File: src/rtl/imm_pkg.sv
// Shared immediate-mode encodings; also consumed by the decoder.
package imm_pkg;
  localparam logic [1:0] MODE_ZEXT     = 2'b00;
  localparam logic [1:0] MODE_SEXT     = 2'b01;
  localparam logic [1:0] MODE_SEXT_SHL = 2'b10;
  localparam logic [1:0] MODE_HIGH     = 2'b11;
endpackage

File: src/rtl/imm_extend_core.sv
// Pure combinational immediate extension: zero, sign, sign+shift, or high placement.
module imm_extend_core
  import imm_pkg::*;
#(
  parameter int IN_W  = 5,
  parameter int OUT_W = 8,
  parameter int SHIFT = 1
) (
  input  logic [IN_W-1:0]  din,
  input  logic [1:0]       mode,
  output logic [OUT_W-1:0] word
);
  logic [OUT_W-1:0]      zext, sext, shl, high;
  logic [IN_W+OUT_W-1:0] hi_wide;

  always_comb begin
    zext    = OUT_W'(din);
    sext    = OUT_W'($signed(din));
    shl     = sext << SHIFT;
    // Parking din above OUT_W zeros and shifting down leaves it left-justified.
    hi_wide = {din, {OUT_W{1'b0}}} >> IN_W;
    high    = hi_wide[OUT_W-1:0];
    case (mode)
      MODE_ZEXT:     word = zext;
      MODE_SEXT:     word = sext;
      MODE_SEXT_SHL: word = shl;
      default:       word = high;
    endcase
  end
endmodule

File: src/rtl/imm_extend_pipe.sv
// Registered immediate-extension stage: output register plus one skid entry,
// valid/ready on both sides, in_ready driven purely from flops.
module imm_extend_pipe
  import imm_pkg::*;
#(
  parameter int IN_W  = 5,
  parameter int OUT_W = 8,
  parameter int SHIFT = 1
) (
  input  logic             clk,
  input  logic             rst_n,
  input  logic             in_valid,
  output logic             in_ready,
  input  logic [IN_W-1:0]  din,
  input  logic [1:0]       mode,
  output logic             out_valid,
  input  logic             out_ready,
  output logic [OUT_W-1:0] dout,
  output logic             dout_neg
);
  if (IN_W < 1 || IN_W > OUT_W || SHIFT < 0 || SHIFT >= OUT_W) begin : g_bad_params
    $error("imm_extend_pipe: illegal IN_W/OUT_W/SHIFT combination");
  end

  logic [OUT_W-1:0] ext_word;
  logic [OUT_W-1:0] oreg_q, oreg_d, skid_q, skid_d;
  logic             oval_q, oval_d, sval_q, sval_d;
  logic             accept, drain;

  imm_extend_core #(.IN_W(IN_W), .OUT_W(OUT_W), .SHIFT(SHIFT)) u_core (
    .din  (din),
    .mode (mode),
    .word (ext_word)
  );

  assign in_ready = !sval_q;
  assign accept   = in_valid && in_ready;
  assign drain    = oval_q && out_ready;

  always_comb begin
    oreg_d = oreg_q;
    oval_d = oval_q;
    skid_d = skid_q;
    sval_d = sval_q;
    if (drain) begin
      // in_ready is low whenever the skid holds data, so accept and
      // skid-refill never coincide.
      if (sval_q) begin
        oreg_d = skid_q;
        sval_d = 1'b0;
      end else if (accept) begin
        oreg_d = ext_word;
      end else begin
        oval_d = 1'b0;
      end
    end else if (!oval_q) begin
      if (accept) begin
        oreg_d = ext_word;
        oval_d = 1'b1;
      end
    end else if (accept) begin
      skid_d = ext_word;
      sval_d = 1'b1;
    end
  end

  always_ff @(posedge clk or negedge rst_n) begin
    if (!rst_n) begin
      oreg_q <= '0;
      oval_q <= 1'b0;
      skid_q <= '0;
      sval_q <= 1'b0;
    end else begin
      oreg_q <= oreg_d;
      oval_q <= oval_d;
      skid_q <= skid_d;
      sval_q <= sval_d;
    end
  end

  assign out_valid = oval_q;
  assign dout      = oreg_q;
  assign dout_neg  = oreg_q[OUT_W-1];
endmodule
File: config.mk
export PLATFORM = sky130hd
export DESIGN_NAME = imm_extend_pipe
export DESIGN_NICKNAME = d
export VERILOG_FILES = /design/src/rtl/imm_pkg.sv /design/src/rtl/imm_extend_core.sv /design/src/rtl/imm_extend_pipe.sv
export SDC_FILE = /design/constraint.sdc
export NUM_CORES = 1
export LEC_CHECK = 0
export BUFFER_PORTS_ARGS = -buffer_cell sky130_fd_sc_hd__buf_2
export CORE_UTILIZATION = 47
export CTS_CLUSTER_DIAMETER = 200
export CTS_CLUSTER_SIZE = 12
export DETAILED_ROUTE_END_ITERATION = 8
export PLACE_DENSITY = 0.74
export SYNTH_ARGS = -nofsm -noshare
export SYNTH_HDL_FRONTEND = slang
export SYNTH_SLANG_ARGS = --single-unit
File: constraint.sdc
create_clock -name clk -period 1.15 [get_ports clk]
set_input_delay 0.0575 -clock clk [delete_from_list [all_inputs] [get_ports clk]]
set_output_delay 0.0575 -clock clk [all_outputs]
set_load 0.005 [all_outputs]
# Word-level counts from Yosys, hierarchy flattened
# Index checks and enable logic that the tools add are counted.
dict set report word_totals {
  ff_bits 18
  out_inout_bits 11
  word_cells 32
}
dict set report op_classes {
  eq_ne 5
  n_mux 13
  bitwise_logic 1
  reduce_logical 9
}
# cell count
set op_table {}
lappend op_table {{$mux 8} 4}
lappend op_table {{$pmux 8 s3} 1}
lappend op_table {{$mux 1} 8}
lappend op_table {{$ne 2x2->1 const B} 2}
lappend op_table {{$reduce_and 2->1} 2}
lappend op_table {{$reduce_bool 2->1} 2}
lappend op_table {{$reduce_and 3->1} 1}
lappend op_table {{$eq 2x1->1 const B} 1}
lappend op_table {{$eq 2x2->1 const B} 1}
lappend op_table {{$logic_and 1x1->1} 2}
lappend op_table {{$logic_not 2->1} 1}
lappend op_table {{$ne 2x1->1 const B} 1}
lappend op_table {{$logic_not 1->1} 1}
lappend op_table {{$not 1->1} 1}

# Depth between registers and ports, before layout
# Gate-level depths: netlist (run 1).
dict set report logic_depth {
  depth_word 5
  ltp_mapped 4
  depth_no_buf 3
}

# Hierarchy
# Synthesis (run 1) repeated with hierarchy kept, for this count alone.
dict set report hier_totals {
  hier_cells 73
  area_unflattened_um2 924.6
}
# mod n_inst cells_per_inst area_each_um2 seq_area_each_um2
set by_module_without_submodules {}
lappend by_module_without_submodules {imm_extend_pipe 1 54 782.0 450.4}
lappend by_module_without_submodules {imm_extend_core 1 19 142.6 0.0}

# Least setup slack after synthesis (run 1)
# No wires, ideal clock.
dict set report synth_path {
  kind {register to register}
  start {register oval_q (netlist: out_valid)}
  end {register oreg_q[5] (netlist: dout[5])}
  setup_time_ns 0.141
  arrival_ns 1.100
  required_ns 1.009
  slack_ns -0.092
  stages_incl_launch_ff 5
  path_buffers 1
  period_less_slack_ns 1.242
  cell_sequence {dfrtp_1 > buf_4 > and2b_1 > nor2_1 > a222oi_1}
}
dict set report synth_between {
  elab_chain_cells 2
  elab_cells_between_ends 3
}
# element line
set synth_lines {}
lappend synth_lines {{start, declared} imm_extend_pipe.sv:27} ;# logic oval_q, oval_d, sval_q, sval_d;
lappend synth_lines {{start signal, assigned} imm_extend_pipe.sv:75} ;# oval_q <= oval_d;
lappend synth_lines {{$logic_and 1x1->1} imm_extend_pipe.sv:38} ;# assign drain = oval_q && out_ready;
lappend synth_lines {{$ne 2x1->1 (no source line) or $mux 8 (tied branches)} -}
lappend synth_lines {{end signal, assigned} imm_extend_pipe.sv:74} ;# oreg_q <= oreg_d;
lappend synth_lines {{end, declared} imm_extend_pipe.sv:26} ;# logic [OUT_W-1:0] oreg_q, oreg_d, skid_q, skid_d;
# Parallel ways exist; a longest one is shown, timed or not.
# A chain may end at the register's enable or synchronous reset.

# Worst setup path in the final report (run 1)
dict set report layout_path {
  start {register sval_q}
  end {register skid_q[6]}
}
dict set report layout_between {
  elab_chain_cells 3
}
# element line
set layout_lines {}
lappend layout_lines {{start, declared} imm_extend_pipe.sv:27}
lappend layout_lines {{start signal, assigned} imm_extend_pipe.sv:77} ;# sval_q <= sval_d;
lappend layout_lines {{$logic_not 1->1} imm_extend_pipe.sv:36} ;# assign in_ready = !sval_q;
lappend layout_lines {{$logic_and 1x1->1} imm_extend_pipe.sv:37} ;# assign accept = in_valid && in_ready;
lappend layout_lines {{$reduce_and 3->1 (no source line)} -}
lappend layout_lines {{end signal, assigned} imm_extend_pipe.sv:76} ;# skid_q <= skid_d;
lappend layout_lines {{end, declared} imm_extend_pipe.sv:26}
# No other way between the ends.

==> results of run 1 <==
-- what timing repair did --
action / 4_1_cts / 5_1_grt
endpoints found under the setup margin: 15 / 15
pin swaps: 8 / 7
resized for setup: 19 / 11
gates cloned: 1 / 0
hold buffers: 1 / 0
buffers inserted: 4 / 0
endpoints found under the hold margin: 18 / 0
-- cell usage after synthesis, types with 4 or more instances --
library cell,instances,area [um^2]
sky130_fd_sc_hd__a21oi_1,5,25.0
sky130_fd_sc_hd__buf_2,4,20.0
sky130_fd_sc_hd__dfrtp_1,18,450
sky130_fd_sc_hd__inv_1,6,22.5
sky130_fd_sc_hd__mux2_2,4,45.0
sky130_fd_sc_hd__nand2_1,8,30.0
sky130_fd_sc_hd__nand2b_1,6,37.5
sky130_fd_sc_hd__nor2_1,4,15.0
sky130_fd_sc_hd__o21ai_0,4,20.0
sky130_fd_sc_hd__o21ai_1,4,20.0
-- sequential cells by signal, summed over array words and instances, names as in the netlist --
signal,cells
skid_q,8
dout,8
sval_q,1
out_valid,1
-- final timing paths --
| check | end | cells after the start | from |
|---|---|---|---|
| max | skid_q[6]$_DFFE_PN0P_ | 5 | sval_q$_DFFE_PN0P_ |
| min | sval_q$_DFFE_PN0P_ | 2 | out_ready |
| max reg2reg | skid_q[6]$_DFFE_PN0P_ | 5 | sval_q$_DFFE_PN0P_ |
| min reg2reg | skid_q[5]$_DFFE_PN0P_ | 2 | skid_q[5]$_DFFE_PN0P_ |
| max in group asynchronous | sval_q$_DFFE_PN0P_ | 2 | rst_n |
| min in group asynchronous | dout[1]$_DFFE_PN0P_ | 2 | rst_n |
-- routing by layer --
layer,vias to the layer above,track usage [%],wire (um)
li1,415,-,-
met1,415,30.5,1050
met2,27,35.6,1170
met3,0,4.53,97
met4,0,3.33,0
met5,-,0,0
-- cells by family (layout without fill, tap and decap cells) --
| group | count (synthesis) | count (layout) | synth area share, % |
|---|---|---|---|
| AOI/OAI and AO/OA | 31 | 31 | 24.0 |
| and+or+nand+nor | 28 | 28 | 16.3 |
| muxes | 6 | 6 | 6.64 |
| buffers and inverters | 13 | 42 | 7.02 |
| DFF | 18 | 18 | 46.0 |
-- power groups by stage --
stage	clock [mW]	sequential (mW)	combinational (mW)
6_report	0.304	1.19	1.68
3_5_place_dp	0	1.19	1.23
5_1_grt	0.347	1.23	1.83
2_1_floorplan	0	1.13	0.887
4_1_cts	0.320	1.17	1.58
3_3_place_gp	0	1.17	1.19
-- cells in the final DEF, fill, tap and decap left out, drive strengths merged --
| cell type | n |
|---|---|
| o2bb2ai | 2 |
| and3b | 1 |
| inv | 6 |
| nor2b | 1 |
| nand2 | 8 |
| dlygate4sd3 | 1 |
| nand2b | 6 |
| nand4 | 1 |
| mux2i | 2 |
| nand3b | 2 |
| a21oi | 5 |
| dfrtp | 18 |
| a222oi | 2 |
| o211ai | 1 |
| o221a | 1 |
| a221oi | 2 |
| o22ai | 2 |
| nand3 | 2 |
| nand4bb | 1 |
| clkbuf | 3 |
| a31oi | 2 |
| o21ai | 9 |
| and4b | 1 |
| a2bb2oi | 2 |
| and2b | 1 |
| mux2 | 4 |
| o22a | 2 |
| nor2 | 4 |
| buf | 32 |
| o211a | 1 |
-- area by class of cell --
class	instances	area share [%]
multi-input combinational	65	42.4
sequential	18	34.3
tap	27	2.56
clock buffer	3	1.70
timing repair buffer	33	17.3
inverter	6	1.70
==> impl_summary.log, run 1 <==
INFO  metric status = finished, violations left
INFO  metric failed_checks = negative setup slack
INFO  metric hold_path_class = primary input to flip-flop
INFO  metric postLayoutCoreUtil = 67.3%
INFO  metric antenna_cells = 0
INFO  metric max-clock-path-buffers = 2
INFO  metric finalHoldViolCount = 0
INFO  metric grt_setup_unrepaired = true
INFO  metric cts_root_buffer = sky130_fd_sc_hd__clkbuf_4
INFO  metric grt.total_usage = 21.8%
INFO  metric detailed_place.area = 1130 um^2
INFO  metric post-dp-hpwl = 1630 um
INFO  metric setup_total_negative_slack = -0.162 ns
INFO  metric worstPathArrival = 1.35 ns
INFO  metric drive_above_1_share = 52.0%
INFO  metric critical-path-slowest-cell = sky130_fd_sc_hd__dfrtp_2
INFO  metric worst_setup_path_end_kind = flip-flop
INFO  metric clock_tree_from_tritoncts = yes
INFO  metric power.share.switching = 36.8%
INFO  metric final_period_minus_worst_setup_slack = 1.18 ns
INFO  metric nFillCells = 161
INFO  metric floorplan.die.height = 47.7 um
INFO  metric maxSlewViolCount = 0
INFO  metric portBuffers = 21
INFO  metric crit_type = flip-flop to flip-flop
INFO  metric multi_input_comb_area = 561 um^2
INFO  metric synthToLayoutAreaGrowth = 34.9%
INFO  metric die_area = 2270 um^2
INFO  metric vias = 857
INFO  metric ant_nets = 0
INFO  metric place.gp.congestion = 0.822
INFO  metric power.static_leakage = 0.602 nW
INFO  metric drc = 0
INFO  metric synth_seq_cells = 18
INFO  metric area.sequential = 453 um^2
INFO  metric critical_path.max_stage_delay = 0.45 ns
INFO  metric worst-r2r-setup-slack = -0.03 ns
INFO  metric tightest_slew = 0.409 ns
INFO  metric report.final.setup_viol = 9
INFO  metric ctsHtreeMaxLevel = 1
INFO  metric grt_pass1_vias = 766
INFO  metric critPathBufInv = 2
INFO  metric drt_pass1_iterations = 4
INFO  metric internal-power = 2.00 mW
INFO  metric postLayoutCellArea = 1320 um^2
INFO  metric synth_enable_flop_cells = 0
INFO  metric antenna_found_initial = 0
INFO  metric via_per_instance_ratio = 5.64
INFO  metric asyncSetResetFlopFracSynth = 100%
INFO  metric ys.flop_type = sky130_fd_sc_hd__dfrtp_1
INFO  metric final_min_period_over_clock_period = 103%
INFO  metric peakVddDrop = 0.00132 V
INFO  metric critical-path-top-delay-family = flip-flops
INFO  metric postSynthAreaPerCell = 10.2 um^2
INFO  metric crit_top_cell = sky130_fd_sc_hd__buf_6
INFO  metric place.detailed.instances = 143
INFO  metric crit_required = 1.32 ns
INFO  metric p_switching = 1.17 mW
INFO  metric initialDrtViolationCount = 41
INFO  metric clkSinkCount = 18
INFO  metric dp_slack = -0.139 ns
INFO  metric synth.yosys.warnings = 0
INFO  metric max_cap_violations = 0
INFO  metric synthesis.nets = 107
INFO  metric worst_slack = -0.0309 ns
INFO  metric pin_count = 22
INFO  metric finalHoldWorstSlack = 0.0476 ns
INFO  metric grt_max_degree = 19
INFO  metric grt_pass1_wl = 3500 um
INFO  metric finClkSkew = 0.00922 ns
INFO  metric grt_overflow_total = 0
INFO  metric mappedNetlistArea = 980 um^2
INFO  metric clk-insertion-delay-late = 0.28 ns
INFO  metric nets = 138
INFO  metric totalWireLength = 2320 um
INFO  metric rows = 16
INFO  metric clock_power_share = 9.6%
INFO  metric register_share_of_total_power = 37.4%
INFO  metric total_power = 3.17 mW
INFO  metric die_w = 47.7 um
INFO  metric cp-start-kind = flip-flop
INFO  metric floorplan.initialDensity = 49.9%
INFO  metric cells_traversed_along_the_worst_timing_path = buf_6 -> nand4bb_4 -> buf_6 -> nand2_1 -> o21ai_1
INFO  metric post_drt_wl_per_cell = 15.3 um
INFO  metric max_clock_freq = 0.847 GHz
INFO  metric final_cell_count_no_fill = 152
INFO  metric power_per_cell_area = 2400 nW/um^2
INFO  metric seq_area_frac_synth = 46.0%
INFO  metric cts_inserted_buffers = 3
INFO  metric critical_path.max_fanout = 6
INFO  metric clkTransAtPathRegs = 0.09 ns
INFO  metric slew_headroom = 72.7%
INFO  metric core-area = 1960 um^2
INFO  metric p_comb_share = 53.0%
INFO  metric yosys.cell_types.count = 32
INFO  metric synthesis.instances = 96
No activity file was read; power rests on OpenSTA's default activity.
==> run 2, diff against run 1 <==
Settings changed: CORE_MARGIN set to 3, CORE_UTILIZATION 47 to 56, PLACE_DENSITY 0.74 to 0.82.
Clock period 1.15 ns to 1.49 ns, I/O delays scaled along.
==> impl_summary.log, run 2 (synthesis results as in run 1) <==
INFO  metric grt_pass1_wl = 3350 um
INFO  metric clkTransAtPathRegs = 0.10 ns
INFO  metric crit_type = flip-flop to flip-flop
INFO  metric peakVddDrop = 0.00127 V
INFO  metric finalHoldViolCount = 0
INFO  metric tightest_slew = 0.404 ns
INFO  metric status = finished clean
INFO  metric die_w = 47.8 um
INFO  metric worst_setup_path_end_kind = flip-flop
INFO  metric report.final.setup_viol = 0
INFO  metric floorplan.die.height = 47.8 um
INFO  metric post_drt_wl_per_cell = 15.6 um
INFO  metric crit_required = 1.66 ns
INFO  metric clk-insertion-delay-late = 0.29 ns
INFO  metric rows = 14
INFO  metric cts_inserted_buffers = 3
INFO  metric floorplan.initialDensity = 62.1%
INFO  metric ant_nets = 0
INFO  metric total_power = 2.06 mW
INFO  metric totalWireLength = 2070 um
INFO  metric cp-start-kind = flip-flop
INFO  metric most_common_library_cell_in_the_layout_ignoring_fill_and_taps = sky130_fd_sc_hd__buf_2
INFO  metric finClkSkew = 0.00216 ns
INFO  metric hold_path_class = primary input to flip-flop
INFO  metric critical_path.max_stage_delay = 0.52 ns
INFO  metric critical-path-top-delay-family = simple AND/OR/NAND/NOR gates
INFO  metric max_cap_violations = 0
INFO  metric critical_path.max_fanout = 13
INFO  metric grt_setup_unrepaired = false
INFO  metric layout.cells.most_common_list = sky130_fd_sc_hd__buf_2 (21), sky130_fd_sc_hd__dfrtp_1 (17), sky130_fd_sc_hd__nand2_1 (8)
INFO  metric grt_max_degree = 19
INFO  metric final_period_minus_worst_setup_slack = 1.35 ns
INFO  metric final_min_period_over_clock_period = 90.5%
INFO  metric max_clock_freq = 0.741 GHz
INFO  metric postLayoutCoreUtil = 71.1%
INFO  metric core-area = 1580 um^2
INFO  metric grt.total_usage = 21.2%
INFO  metric grt_pass1_vias = 726
INFO  metric drc = 0
INFO  metric maxSlewViolCount = 0
INFO  metric cts_root_buffer = sky130_fd_sc_hd__clkbuf_4
INFO  metric post-dp-hpwl = 1520 um
INFO  metric via_per_instance_ratio = 6.19
INFO  metric cells_traversed_along_the_worst_timing_path = and2b_1 -> nor2_1 -> a222oi_1
INFO  metric portBuffers = 21
INFO  metric dp_slack = 0.123 ns
INFO  metric clkSinkCount = 18
INFO  metric antenna_cells = 0
INFO  metric setup_total_negative_slack = 0 ns
INFO  metric synthToLayoutAreaGrowth = 14.4%
INFO  metric pin_count = 22
INFO  metric place.gp.congestion = 0.824
INFO  metric slew_headroom = 73.1%
INFO  metric max-clock-path-buffers = 2
INFO  metric ctsHtreeMaxLevel = 1
INFO  metric die_area = 2290 um^2
INFO  metric vias = 823
INFO  metric power_per_cell_area = 1840 nW/um^2
INFO  metric power.static_leakage = 0.524 nW
INFO  metric initialDrtViolationCount = 29
INFO  metric grt_overflow_total = 0
INFO  metric drt_pass1_iterations = 6
INFO  metric worst_slack = 0.141 ns
INFO  metric drive_above_1_share = 31.6%
INFO  metric clock_tree_from_tritoncts = yes
INFO  metric nets = 129
INFO  metric critical-path-slowest-cell = sky130_fd_sc_hd__dfrtp_1
INFO  metric critPathBufInv = 0
INFO  metric worstPathArrival = 1.52 ns
INFO  metric antenna_found_initial = 0
run 2: cell types whose count changed in the layout (fill, tap and decap cells not counted), sizes merged:
cell	change
buf	-9
clkbuf	+1
run 2: power breakdown:
part	leakage [nW]	total (mW)	internal (mW)	switching [mW]
clock network	0.0210	0.299	0.149	0.150
logic	0.294	0.819	0.425	0.394
registers	0.209	0.940	0.725	0.215
run 2: cell type report:
cell class | count | area [um^2]
repair buffers | 24 | 130
clock buffers | 4 | 36.3
fillers | 105 | 455
inverters | 6 | 22.5
well taps | 16 | 20.0
flip-flops and latches | 18 | 452
multi-input cells | 65 | 460
run 2: repair_timing:
item / in CTS / in global routing
hold buffers: 1 / 0
resized for setup: 0 / 1
hold endpoints to repair: 18 / 0
endpoints found under the setup margin: 0 / 2
setup buffers: 0 / 0
run 2: stage by stage:
| step | area, um^2 | hold WS, ns | cells |
|---|---|---|---|
| final | 1120 | 0.0380 | 133 |
| after global routing | 1120 | 0.0493 | 133 |
| after CTS | 1120 | 0.0416 | 133 |
| after detailed placement | 1070 | 0.0340 | 128 |
| after global placement | 1070 | 0.0180 | 128 |
| after floorplan | 980 | -0.221 | 96 |
run 2: worst register-to-register path, delay by kind of cell (launching register included):
kind	cells	cell delay (ns)
simple gates	2	0.55
flops	1	0.52
compound gates	1	0.16
run 2: worst paths after layout:
check | end | cells past startpoint | slack, ns | startpoint
max | dout[5]$_DFFE_PN0P_ | 3 | 0.14 | out_valid$_DFFE_PN0P_
min | sval_q$_DFFE_PN0P_ | 2 | 0.04 | out_ready
max reg2reg | dout[5]$_DFFE_PN0P_ | 3 | 0.14 | out_valid$_DFFE_PN0P_
min reg2reg | skid_q[5]$_DFFE_PN0P_ | 2 | 0.51 | skid_q[5]$_DFFE_PN0P_
max in group asynchronous | sval_q$_DFFE_PN0P_ | 2 | 0.96 | rst_n
min in group asynchronous | out_valid$_DFFE_PN0P_ | 2 | 0.23 | rst_n
run 2: per-layer routing:
| layer | vias up | global-route usage (%) | wire, um |
|---|---|---|---|
| li1 | 395 | - | - |
| met1 | 398 | 30.4 | 975 |
| met2 | 25 | 32.2 | 973 |
| met3 | 5 | 3.38 | 88 |
| met4 | 0 | 8.06 | 34 |
| met5 | - | 0 | 0 |
